--- src/rtl/my_registers_pkg.sv ---
// Register layout shared by component_regs_slave and my_sub_module.
// Defines the packed component register block, its read/write masks and the
// handshake FSM state type used by the slave.
package my_registers;

    typedef logic [31:0] bus_word_t;

    typedef struct packed {
        logic [7:0]  major;
        logic [7:0]  minor;
        logic [15:0] patch;
    } version_register_t;

    // First member is the MSB end: word 1 = {memory_offset, stat_depth, stat_width}, word 0 = version.
    typedef struct packed {
        logic [15:0]       memory_offset;
        logic [7:0]        stat_depth;
        logic [7:0]        stat_width;
        version_register_t version;
    } component_registers_t;

    localparam int REG_WORDS = $bits(component_registers_t) / 32;

    // Every bit is readable.
    localparam logic [$bits(component_registers_t)-1:0] reg_read_mask_bits = '1;

    // The version word is read-only; the configuration word is fully writable.
    localparam logic [$bits(component_registers_t)-1:0] reg_write_mask_bits = {32'hFFFF_FFFF, 32'h0000_0000};

    typedef enum logic {
        ST_IDLE = 1'b0,
        ST_RESP = 1'b1
    } fsm_state_e;

endpackage

--- src/rtl/component_regs_fsm.sv ---
// Request/response handshake control for component_regs_slave.
// IDLE accepts one request, RESP holds the registered response until the
// master takes it. At most one access per two cycles.
module component_regs_fsm
    import my_registers::*;
(
    input  logic        clk,
    input  logic        rst,
    input  logic        req_valid,
    output logic        req_ready,
    output logic        accept,
    input  logic [31:0] rdata_in,
    input  logic        error_in,
    output logic        rsp_valid,
    input  logic        rsp_ready,
    output logic [31:0] rsp_rdata,
    output logic        rsp_error
);

    fsm_state_e  state_q, state_d;
    logic [31:0] rsp_rdata_q, rsp_rdata_d;
    logic        rsp_error_q, rsp_error_d;

    // State and response registers; reset drops any pending response.
    always_ff @(posedge clk or posedge rst) begin
        if (rst) begin
            state_q     <= ST_IDLE;
            rsp_rdata_q <= '0;
            rsp_error_q <= 1'b0;
        end else begin
            // NOTE: sequential state uses non-blocking assignments so every flop samples pre-edge values.
            state_q     <= state_d;
            rsp_rdata_q <= rsp_rdata_d;
            rsp_error_q <= rsp_error_d;
        end
    end

    // Next state: accept in IDLE, release on the response handshake.
    always_comb begin
        // NOTE: default assignment first so no path leaves state_d unassigned (no latch).
        state_d = state_q;
        case (state_q)
            ST_IDLE: if (req_valid) state_d = ST_RESP;
            ST_RESP: if (rsp_ready) state_d = ST_IDLE;
            default: state_d = ST_IDLE;
        endcase
    end

    // Handshake outputs decoded from the current state only.
    always_comb begin
        req_ready = (state_q == ST_IDLE);
        rsp_valid = (state_q == ST_RESP);
        accept    = req_valid && (state_q == ST_IDLE);
    end

    // Response capture at the accept edge; held stable while in RESP.
    always_comb begin
        rsp_rdata_d = rsp_rdata_q;
        rsp_error_d = rsp_error_q;
        if (accept) begin
            rsp_rdata_d = rdata_in;
            rsp_error_d = error_in;
        end
    end

    assign rsp_rdata = rsp_rdata_q;
    assign rsp_error = rsp_error_q;

endmodule

--- src/rtl/component_regs_slave.sv ---
// Word-addressed register slave owning the live component_registers_t.
// Word n = regs[32n+31:32n]; reads apply READ_MASK, writes merge under WRITE_MASK,
// out-of-range addresses answer with error=1 and change nothing.
// Optional feature macro COMPONENT_REGS_ACCESS_COUNT_EN: adds a read-only saturating
// count of accepted accesses at word address NWORDS (count includes the access reading it).
module component_regs_slave
    import my_registers::*;
#(
    parameter int                       REGISTER_BITS = $bits(component_registers_t),
    parameter logic [REGISTER_BITS-1:0] READ_MASK     = '1,
    parameter logic [REGISTER_BITS-1:0] WRITE_MASK    = REGISTER_BITS'(reg_write_mask_bits),
    parameter logic [REGISTER_BITS-1:0] RESET_VALUE   = '0,
    parameter int                       ADDR_W        = 4
) (
    input  logic                     clk,
    input  logic                     rst,
    input  logic                     req_valid,
    output logic                     req_ready,
    input  logic                     req_write,
    input  logic [ADDR_W-1:0]        req_addr,
    input  logic [31:0]              req_wdata,
    output logic                     rsp_valid,
    input  logic                     rsp_ready,
    output logic [31:0]              rsp_rdata,
    output logic                     rsp_error,
    output logic [REGISTER_BITS-1:0] regs_o
);

    localparam int NWORDS = REGISTER_BITS / 32;

    logic [REGISTER_BITS-1:0] regs_q, regs_d;
    logic                     accept;
    logic [31:0]              rd_word;
    logic                     rd_error;

`ifdef COMPONENT_REGS_ACCESS_COUNT_EN
    localparam logic [ADDR_W-1:0] CNT_ADDR = ADDR_W'(NWORDS);
    logic [31:0] acc_cnt_q, acc_cnt_d;

    // Access counter register.
    always_ff @(posedge clk or posedge rst) begin
        if (rst) acc_cnt_q <= '0;
        else     acc_cnt_q <= acc_cnt_d;
    end

    // Count every accepted access, sticking at all-ones.
    always_comb begin
        acc_cnt_d = acc_cnt_q;
        if (accept && (acc_cnt_q != 32'hFFFF_FFFF)) acc_cnt_d = acc_cnt_q + 32'd1;
    end
`endif

    // Live register contents; reset restores the configured reset image.
    always_ff @(posedge clk or posedge rst) begin
        if (rst) regs_q <= RESET_VALUE;
        else     regs_q <= regs_d;
    end

    // Write merge: only WRITE_MASK bits of the addressed word take new data.
    always_comb begin
        regs_d = regs_q;
        if (accept && req_write) begin
            for (int w = 0; w < NWORDS; w++) begin
                if (req_addr == ADDR_W'(w)) begin
                    regs_d[32*w +: 32] = (regs_q[32*w +: 32] & ~WRITE_MASK[32*w +: 32])
                                       | (req_wdata          &  WRITE_MASK[32*w +: 32]);
                end
            end
        end
    end

    // Address decode and read data; writes and errors respond with zero data.
    always_comb begin
        rd_word  = '0;
        rd_error = 1'b1;
        for (int w = 0; w < NWORDS; w++) begin
            if (req_addr == ADDR_W'(w)) begin
                rd_error = 1'b0;
                if (!req_write) rd_word = regs_q[32*w +: 32] & READ_MASK[32*w +: 32];
            end
        end
`ifdef COMPONENT_REGS_ACCESS_COUNT_EN
        // The counter word is unmasked and returns the count including this access.
        if (req_addr == CNT_ADDR) begin
            rd_error = 1'b0;
            if (!req_write) rd_word = acc_cnt_d;
        end
`endif
    end

    component_regs_fsm u_fsm (
        .clk       (clk),
        .rst       (rst),
        .req_valid (req_valid),
        .req_ready (req_ready),
        .accept    (accept),
        .rdata_in  (rd_word),
        .error_in  (rd_error),
        .rsp_valid (rsp_valid),
        .rsp_ready (rsp_ready),
        .rsp_rdata (rsp_rdata),
        .rsp_error (rsp_error)
    );

    assign regs_o = regs_q;

endmodule

--- config.mk ---
export PLATFORM = sky130hd
export DESIGN_NAME = component_regs_slave
export DESIGN_NICKNAME = d
export VERILOG_FILES = /design/src/rtl/my_registers_pkg.sv /design/src/rtl/component_regs_fsm.sv /design/src/rtl/component_regs_slave.sv
export SDC_FILE = /design/constraint.sdc
export NUM_CORES = 1
export LEC_CHECK = 0
export CAP_MARGIN = 20
export CELL_PAD_IN_SITES_DETAIL_PLACEMENT = 1
export CELL_PAD_IN_SITES_GLOBAL_PLACEMENT = 1
export CORE_ASPECT_RATIO = 0.7
export CORE_UTILIZATION = 35
export DETAILED_ROUTE_END_ITERATION = 16
export GPL_TIMING_DRIVEN = 0
export MAX_ROUTING_LAYER = met4
export PLACE_DENSITY_LB_ADDON = 0.1
export SLEW_MARGIN = 20
export SYNTH_ARGS = -nofsm -noshare
export SYNTH_HDL_FRONTEND = slang
export SYNTH_HIERARCHICAL = 1
export SYNTH_SLANG_ARGS = --single-unit
--- constraint.sdc ---
create_clock -name clk -period 3.65 [get_ports clk]
set_input_delay 0.73 -clock clk [delete_from_list [all_inputs] [get_ports clk]]
set_output_delay 0.73 -clock clk [all_outputs]
set_load 0.03 [all_outputs]
==> flow_metrics.env, run 1 <==
export IMPL_clk_latency_ns=0.32
export IMPL_diodes=0
export IMPL_path_clk_slew_ns=0.05
export IMPL_slew_headroom_pct=50.2
export IMPL_cts_root_buf="clkbuf_16"
export IMPL_io_buffer_count=107
export IMPL_syn_inst=216
export IMPL_antenna_found_initial=0
export IMPL_end_kind="flip-flop"
export IMPL_crit_required_ns=3.91
export IMPL_drt_pass1_iter_count=4
export IMPL_hold_buffers=0
export IMPL_grt_pass1_vias=2290
export IMPL_grt_max_degree=35
export IMPL_nets=407
export IMPL_vias_per_cell=4.13
export IMPL_cts_tree="built"
export IMPL_num_rows=28
export IMPL_wire_per_inst_um=15.2
export IMPL_totalNegativeSetupSlack_ns=0
export IMPL_dp_cells=475
export IMPL_timing_final_crit_period_ns=2.49
export IMPL_p_leak_nw=2.27
export IMPL_grt_overflow=0
export IMPL_fmax_mhz=401
export IMPL_rsz0062_at_grt="false"
export IMPL_startpoint_type="input port"
export IMPL_post_cts_buffers=0
export IMPL_slew_viol_final=0
export IMPL_cts_resized=0
export IMPL_grt_util_all_layers_pct=18.3
export IMPL_fin_skew_ns=0.00660
export IMPL_yosysWarnings=6
export IMPL_h_tree_depth=3
export IMPL_ys_seq_elements=66
export IMPL_dr_first_iter_drc_count=23
export IMPL_pin_count=140
export IMPL_cellPowerDensity_nw_per_um2=469
export IMPL_worst_setup_path_type="in -> reg"
export IMPL_cts_sinks=66
export IMPL_gp_congestion=0.678
export IMPL_cts_made_buffers=9
export IMPL_final_util_pct=55.7
export IMPL_finalWorstSetupSlack_ns=1.16
export IMPL_syn_to_final_growth_pct=53.5
export IMPL_hp_class="reg -> reg"
export IMPL_setup_viol_count_final=0
export IMPL_ant_nets=0
export IMPL_die_w_um=114
export IMPL_synth_area_per_cell_sq_um=14.3
export IMPL_initial_core_util_pct=36.3
export IMPL_die_h_um=80.6
export IMPL_pre_cts_slack_ns=0.804
export IMPL_coreArea_sq_um=8510
export IMPL_status="complete, no violations"
export IMPL_maxCapViolations=0
export IMPL_die_area_sq_um=9210
export IMPL_netlist_area_sq_um=3090
export IMPL_cp_arrival_ns=2.75
export IMPL_min_period_over_period_pct=68.3
export IMPL_drt_total_wl_um=7430
export IMPL_ys_seq_area_share_pct=53.5
export IMPL_tightestPinTransition_ns=0.746
export IMPL_hold_viol=0
export IMPL_route_vias_total=2022
export IMPL_ys_types=16
export IMPL_instances_no_fill=490
export IMPL_drive_gt1_share_pct=32.4
export IMPL_dpl_hpwl_um=5460
export IMPL_cp_max_fo=10
export IMPL_grt_pass1_wl_um=12200
export IMPL_fin_hold_ws_ns=0.507
export IMPL_cts_max_path_buffers=2
export IMPL_drc=0
export IMPL_max_vdd_ir_drop_mv=0.210
==> synthesized netlist by cell type <==
cell type | n | area share [%]
mux2_2 | 35 | 13
nand2_1 | 1 | 0.12
mux2_1 | 2 | 0.73
clkbuf_1 | 3 | 0.36
buf_4 | 32 | 7.8
o21bai_1 | 1 | 0.24
dfrtp_1 | 66 | 53
mux2_4 | 28 | 14
nor3_4 | 1 | 0.53
inv_1 | 4 | 0.49
nor3_1 | 1 | 0.16
nor2b_1 | 1 | 0.20
conb_1 | 1 | 0.12
and2_1 | 32 | 6.5
buf_6 | 7 | 2.6
or3_4 | 1 | 0.36
==> power by group <==
| part | switching (mW) | internal (mW) | leakage (nW) |
|---|---|---|---|
| clock network | 0.294 | 0.541 | 0.142 |
| registers | 0.0505 | 0.800 | 0.891 |
| logic | 0.287 | 0.251 | 1.24 |
==> per-stage QoR <==
stage	power (mW)	instance area (sq um)
global route	2.32	4740
global placement	1.39	4430
finish	2.22	4740
detailed placement	1.40	4450
CTS	2.25	4740
floorplan	1.18	3200
==> layer usage <==
layer / global-route usage [%] / vias to the layer above / wire length, um
li1: - / 952 / -
met1: 21.6 / 988 / 3310
met2: 30.5 / 78 / 3630
met3: 5.89 / 4 / 446
met4: 4.81 / 0 / 42
met5: - / - / 0
==> kinds of logic after synthesis <==
| logic type | synth area share (%) |
|---|---|
| other | 0.121 |
| AND/OR/NAND/NOR | 7.86 |
| multiplexers | 27.1 |
| buffers and inverters | 11.2 |
| flip-flops | 53.5 |
| AO/OA/AOI/OAI | 0.243 |
==> area by class of cell <==
class	count	area, sq um
plain buffers	42	330
multi-input cells	135	1210
clock inverters	3	40.0
flip-flops and latches	66	1650
repair buffers	108	1100
inverters	4	15.0
well taps	120	150
clock buffers	12	246
fillers	874	3770
==> layout by cell type, fill, tap and decap left out, types with 2 or more instances in the layout <==
cell type | Yosys | routed
mux2_2 | 35 | 35
buf_6 | 7 | 7
and2_1 | 32 | 32
inv_1 | 4 | 2
clkbuf_16 | 0 | 9
clkdlybuf4s50_1 | 0 | 107
dfrtp_1 | 66 | 66
mux2_1 | 2 | 2
buf_4 | 32 | 32
clkbuf_1 | 3 | 5
clkinv_2 | 0 | 2
conb_1 | 1 | 32
mux2_4 | 28 | 28
inv_2 | 0 | 2
==> critical path, stage by stage <==
cell             delay, ns
clkdlybuf4s50_1       0.40
or3_4                 0.42
nor3_1                0.49
clkbuf_1              0.38
and2_1                0.19
mux2_4                0.14
==> registers in the layout (all words and copies together), names as in the netlist <==
name             cells
regs_o              32
u_fsm/rsp_rdata     32
u_fsm/rsp_error      1
u_fsm/rsp_valid      1
==> final timing paths <==
| check | from | to | slack [ns] | cells after the start |
|---|---|---|---|---|
| worst max-delay path | req_addr[3] | u_fsm/rsp_rdata[26] | 1.16 | 6 |
| worst min-delay path | u_fsm/rsp_rdata[27] | u_fsm/rsp_rdata[27] | 0.51 | 1 |
| worst max register to register | u_fsm/rsp_valid | regs_o[57] | 1.71 | 7 |
| worst min register to register | u_fsm/rsp_rdata[27] | u_fsm/rsp_rdata[27] | 0.51 | 1 |
| max in group asynchronous | rst | u_fsm/rsp_rdata[27] | 2.25 | 2 |
| min in group asynchronous | rst | regs_o[46] | 0.75 | 2 |
(Power assumes the default switching activity.)
==> run 2: changes to the inputs <==
--- a/config.mk
+++ b/config.mk
@@ -9,7 +9,7 @@
 export CELL_PAD_IN_SITES_DETAIL_PLACEMENT = 1
 export CELL_PAD_IN_SITES_GLOBAL_PLACEMENT = 1
 export CORE_ASPECT_RATIO = 0.7
-export CORE_UTILIZATION = 35
+export CORE_UTILIZATION = 29
 export DETAILED_ROUTE_END_ITERATION = 16
 export GPL_TIMING_DRIVEN = 0
 export MAX_ROUTING_LAYER = met4
==> constraint.sdc (replaced) <==
create_clock -name clk -period 2 [get_ports clk]
set_input_delay 0.4 -clock clk [delete_from_list [all_inputs] [get_ports clk]]
set_output_delay 0.4 -clock clk [all_outputs]
set_load 0.03 [all_outputs]
==> run 2 against run 1 <==
Compared with the run above:
- the run now ends with design-rule violations left
- sequential share of layout area fell by 0.81 points
- sequential cell count unchanged
- count of clock-buffer cells in the layout up 1
- largest power group unchanged
==> flow_metrics.env, run 2 (same netlist as run 1, synthesis figures left out) <==
export IMPL_io_buffer_count=107
export IMPL_cts_sinks=66
export IMPL_gp_congestion=0.709
export IMPL_dpl_hpwl_um=5320
export IMPL_dr_first_iter_drc_count=42
export IMPL_startpoint_type="input port"
export IMPL_wire_per_inst_um=14.5
export IMPL_fmax_mhz=520
export IMPL_antenna_found_initial=0
export IMPL_drive_gt1_share_pct=35.5
export IMPL_coreArea_sq_um=10400
export IMPL_ant_nets=0
export IMPL_h_tree_depth=3
export IMPL_hp_class="in -> async"
export IMPL_cts_made_buffers=9
export IMPL_cts_tree="built"
export IMPL_fin_skew_ns=0.00352
export IMPL_totalNegativeSetupSlack_ns=0
export IMPL_finalWorstSetupSlack_ns=0.0779
export IMPL_drc=11
export IMPL_die_h_um=88.3
export IMPL_reg2reg_to="regs_o[49]"
export IMPL_diodes=0
export IMPL_cp_arrival_ns=2.13
export IMPL_final_cell_mix="clkdlybuf4s50_1 (107), dfrtp_1 (66), buf_4 (36)"
export IMPL_die_area_sq_um=11100
export IMPL_path_clk_slew_ns=0.05
export IMPL_num_rows=31
export IMPL_hold_buffers=0
export IMPL_timing_final_crit_period_ns=1.92
export IMPL_pre_cts_slack_ns=-0.522
export IMPL_worst_setup_path_type="in -> reg"
export IMPL_maxCapViolations=0
export IMPL_reg2regPathDepth=8
export IMPL_crit_required_ns=2.21
export IMPL_cts_root_buf="clkbuf_16"
export IMPL_hold_viol=0
export IMPL_rr_startpoint="u_fsm/rsp_valid"
export IMPL_drt_pass1_iter_count=11
export IMPL_p_leak_nw=2.33
export IMPL_cts_max_path_buffers=2
export IMPL_pin_count=140
export IMPL_violations="design-rule violations"
export IMPL_nets=414
export IMPL_cp_max_fo=10
export IMPL_grt_overflow=0
export IMPL_die_w_um=125
export IMPL_layout_commonest_cell="clkdlybuf4s50_1"
export IMPL_grt_pass1_wl_um=12000
export IMPL_rsz0062_at_grt="false"
export IMPL_syn_to_final_growth_pct=57.1
export IMPL_drt_total_wl_um=7360
export IMPL_r2r_setup_slack_ns=0.24
export IMPL_grt_util_all_layers_pct=15.1
export IMPL_end_kind="flip-flop"
export IMPL_initial_core_util_pct=29.8
export IMPL_grt_max_degree=20
export IMPL_route_vias_total=2050
export IMPL_vias_per_cell=4.03
export IMPL_clk_latency_ns=0.33
export IMPL_status="complete, but fails checks"
export IMPL_slew_viol_final=0
export IMPL_grt_pass1_vias=2226
export IMPL_setup_viol_count_final=0
export IMPL_max_vdd_ir_drop_mv=0.478
export IMPL_fin_hold_ws_ns=0.427
export IMPL_total_power_mw=4.06
export IMPL_min_period_over_period_pct=96.1
export IMPL_cellPowerDensity_nw_per_um2=836
-- run 2: cell count changes in the layout (fill, tap and decap cells not counted) --
cell       before  now
bufinv_16       1    0
nor3_2          0    1
buf_2           0    1
clkbuf_8        1    4
nor2b_1         1    0
nor2b_2         0    1
clkbuf_2        0    3
buf_16          1    2
buf_12          0    1
buf_4          32   36
nor3_1          1    0
clkbuf_1        5    0
-- run 2: layout make-up --
type                       count  area [sq um]
buffer                        42           343
clock buffer                  13           280
clock inverter                 2          10.0
fill                        1056          5500
inverter                       4          15.0
multi-input combinational    135          1210
sequential                    66          1650
tap                          132           165
timing repair buffer         115          1170
-- run 2: layer usage --
layer / global-route usage [%] / up-vias / share of wire [%]
met5: - / - / 0
met1: 17.9 / 995 / 46
met4: 5.32 / 0 / 1.1
met2: 23.7 / 74 / 46
met3: 5.99 / 9 / 7.2
li1: - / 972 / -
-- run 2: critical path, cell delays in order --
cell and delay, ns:
clkdlybuf4s50_1 0.40, or3_4 0.43, nor3_4 0.26, buf_4 0.16, buf_6 0.14, mux2_2 0.34
-- run 2: power breakdown --
group | internal [mW] | switching, mW
Combinational | 0.473 | 0.530
Sequential | 1.46 | 0.0833
Clock | 0.962 | 0.549
Total | 2.90 | 1.16
-- run 2: metrics by stage --
step	instance area, sq um	utilization (%)	std cells
3_3_place_gp	4440	42.9	486
3_5_place_dp	4500	43.4	488
6_report	4850	46.9	509
5_1_grt	4850	46.9	509
2_1_floorplan	3200	-	247
4_1_cts	4850	46.8	509
-- run 2: how the worst max path moves through the flow --
| stage | startpoint | endpoint | slack, ns | depth (start not counted) |
|---|---|---|---|---|
| after floorplan | u_fsm/rsp_valid | regs_o[32] | 0.1 | 7 |
| after global placement | req_valid | regs_o[39] | -0.50 | 8 |
| after global routing | req_addr[3] | regs_o[49] | 0.007 | 6 |
| after CTS | req_valid | regs_o[49] | 0.01 | 9 |
| after detailed placement | req_addr[3] | u_fsm/rsp_rdata[14] | -0.52 | 6 |
| final | req_addr[3] | regs_o[49] | 0.08 | 6 |
-- run 2: what timing repair did --
action / CTS / global route
pin swaps: 1 / 1
endpoints found under the setup margin: 60 / 33
buffers inserted: 5 / 0
gates cloned: 1 / 0
resized for setup: 6 / 4
==> run 3: changes to the inputs <==
--- a/config.mk
+++ b/config.mk
@@ -9,7 +9,8 @@
 export CELL_PAD_IN_SITES_DETAIL_PLACEMENT = 1
 export CELL_PAD_IN_SITES_GLOBAL_PLACEMENT = 1
 export CORE_ASPECT_RATIO = 0.7
-export CORE_UTILIZATION = 29
+export CORE_MARGIN = 2
+export CORE_UTILIZATION = 35
 export DETAILED_ROUTE_END_ITERATION = 16
 export GPL_TIMING_DRIVEN = 0
 export MAX_ROUTING_LAYER = met4
==> constraint.sdc (replaced) <==
create_clock -name clk -period 2.5 [get_ports clk]
set_input_delay 0.5 -clock clk [delete_from_list [all_inputs] [get_ports clk]]
set_output_delay 0.5 -clock clk [all_outputs]
set_load 0.03 [all_outputs]
==> run 3 against run 2 <==
Compared with the run above:
- via count shrank 0.83%
- sequential share of layout area increased by 0.44 points
- non-clock buffer count shrank 6
- critical path type unchanged
- critical path depth grew 2
- the flow now finishes without violations
- utilization up 9.4 points
- clock skew rose by 0.0013 ns
==> flow_metrics.env, run 3 (same netlist as run 1, synthesis figures left out) <==
export IMPL_reg2regPathDepth=7
export IMPL_h_tree_depth=3
export IMPL_slowest_delay_ns=0.45
export IMPL_pin_count=140
export IMPL_path_cells="clkdlybuf4s50_1, nor2b_1, buf_6, buf_6, nand2_1, nor3_4, buf_6, mux2_2"
export IMPL_dr_first_iter_drc_count=40
export IMPL_top_usage_layer="met2"
export IMPL_final_cell_mix="clkdlybuf4s50_1 (107), dfrtp_1 (66), mux2_2 (35)"
export IMPL_diodes=0
export IMPL_startpoint_type="input port"
export IMPL_cp_endpoint="regs_o[39]"
export IMPL_crit_start="req_valid"
export IMPL_io_buffer_count=107
export IMPL_min_period_over_period_pct=87.3
export IMPL_cts_sinks=66
export IMPL_crit_required_ns=2.71
export IMPL_wire_per_inst_um=15.0
export IMPL_hp_class="in -> async"
export IMPL_worst_setup_path_type="in -> reg"
export IMPL_grt_pass1_wl_um=11700
export IMPL_reg2reg_to="regs_o[39]"
export IMPL_drt_pass1_iter_count=4
export IMPL_cp_num_buf_inv=4
export IMPL_drive_gt1_share_pct=33.3
export IMPL_fmax_mhz=458
export IMPL_dp_cells=476
export IMPL_end_kind="flip-flop"
export IMPL_maxCapViolations=0
export IMPL_layout_commonest_cell="clkdlybuf4s50_1"
export IMPL_instances_no_fill=492
export IMPL_critPathMostFrequentCell="buf_6"
export IMPL_gp_congestion=0.676
export IMPL_p_leak_nw=2.29
export IMPL_cp_depth=8
export IMPL_grt_max_degree=31
export IMPL_path_clk_slew_ns=0.05
export IMPL_antenna_found_initial=0
export IMPL_hold_viol=0
export IMPL_cp_arrival_ns=2.39
export IMPL_dpl_instance_area_sq_um=4470
export IMPL_grt_pass1_vias=2170
export IMPL_drt_total_wl_um=7400
export IMPL_coreArea_sq_um=8510
export IMPL_fin_skew_ns=0.00487
export IMPL_critical_path_slowest_cell="clkdlybuf4s50_1"
export IMPL_cts_made_buffers=9
export IMPL_ant_nets=0
export IMPL_die_w_um=116
export IMPL_max_vdd_ir_drop_mv=0.434
export IMPL_nets=408
export IMPL_grt_overflow=0
export IMPL_cts_tree="built"
export IMPL_path_delay_family="buffers and inverters"
export IMPL_rsz0062_at_grt="false"
export IMPL_initial_core_util_pct=36.3
export IMPL_die_h_um=82.6
export IMPL_status="complete, no violations"
export IMPL_cts_max_path_buffers=2
export IMPL_cp_max_fo=10
export IMPL_timing_final_crit_period_ns=2.18
export IMPL_drc=0
export IMPL_slew_viol_final=0
export IMPL_grt_util_all_layers_pct=17.0
export IMPL_cellPowerDensity_nw_per_um2=703
export IMPL_met3_usage_pct=5.99
export IMPL_setup_viol_count_final=0
export IMPL_grt_util_met1_pct=20.5
export IMPL_dpl_hpwl_um=5330
export IMPL_final_cell_area_sq_um=4790
export IMPL_die_area_sq_um=9600
export IMPL_cts_root_buf="clkbuf_16"
export IMPL_syn_to_final_growth_pct=55.1
export IMPL_clk_latency_ns=0.33
export IMPL_vias_per_cell=4.13
export IMPL_met2_usage_pct=27.2
export IMPL_post_cts_buffers=0
export IMPL_r2r_setup_slack_ns=0.55
export IMPL_route_vias_total=2033
export IMPL_rr_startpoint="u_fsm/rsp_valid"
export IMPL_num_rows=28
run 3: cell types whose count changed in the layout (fill, tap and decap cells not counted), moves of 2 or more:
cell / delta
bufinv_16: +2
clkbuf_8: -3
clkbuf_1: +4
buf_16: -2
clkbuf_2: -3
buf_4: -4
run 3: stage by stage:
stage,setup WS [ns],util (%),hold WS (ns),setup TNS (ns),power [mW]
finish,0.318,56.3,0.423,0,3.37
global route,0.205,56.3,0.430,0,3.52
CTS,0.104,56.2,0.416,0,3.42
detailed placement,-0.203,52.5,0.496,-6.07,2.05
global placement,-0.205,52.0,0.487,-6.18,2.03
floorplan,0.599,-,0.600,0,1.72
run 3: worst min path at each step:
stage,from,end,slack (ns),cells after the start
final,rst,u_fsm/rsp_rdata[12],0.42,2
after global routing,rst,u_fsm/rsp_rdata[12],0.43,2
after CTS,rst,u_fsm/rsp_rdata[12],0.42,2
after detailed placement,u_fsm/rsp_rdata[1],u_fsm/rsp_rdata[1],0.50,1
after global placement,regs_o[62],regs_o[62],0.49,1
after floorplan,rsp_ready,u_fsm/rsp_valid,0.60,1
run 3: where the power goes:
| group | internal, mW | switching (mW) | leakage, nW |
|---|---|---|---|
| combinational | 0.368 | 0.420 | 1.24 |
| sequential | 1.17 | 0.0683 | 0.891 |
| clock | 0.896 | 0.446 | 0.156 |
run 3: routing by layer:
metal / wire length [um] / part of all wire [%] / vias to the layer above
met5: 0 / 0 / -
met4: 89 / 1.2 / 0
met3: 487 / 6.6 / 11
met2: 3570 / 48 / 75
met1: 3250 / 44 / 988
li1: - / - / 959
run 3: final cells by class:
class / count / area [sq um]
fill: 891 / 3720
sequential: 66 / 1650
multi-input combinational: 135 / 1210
timing repair buffer: 109 / 1110
buffer: 42 / 330
clock buffer: 11 / 243
tap: 120 / 150
clock inverter: 5 / 77.6
inverter: 4 / 15.0
run 3: timing repair:
item                       in CTS  in global routing
setup endpoints to repair       0                 10
gates resized for setup         0                  1
hold buffers                    0                  0
run 3: worst reg2reg max path, cell delays in order, from the launching register on:
cell,delay (ns)
dfrtp_1,0.39
nor2b_1,0.14
buf_6,0.16
buf_6,0.19
nand2_1,0.11
nor3_4,0.26
buf_6,0.22
mux2_2,0.35
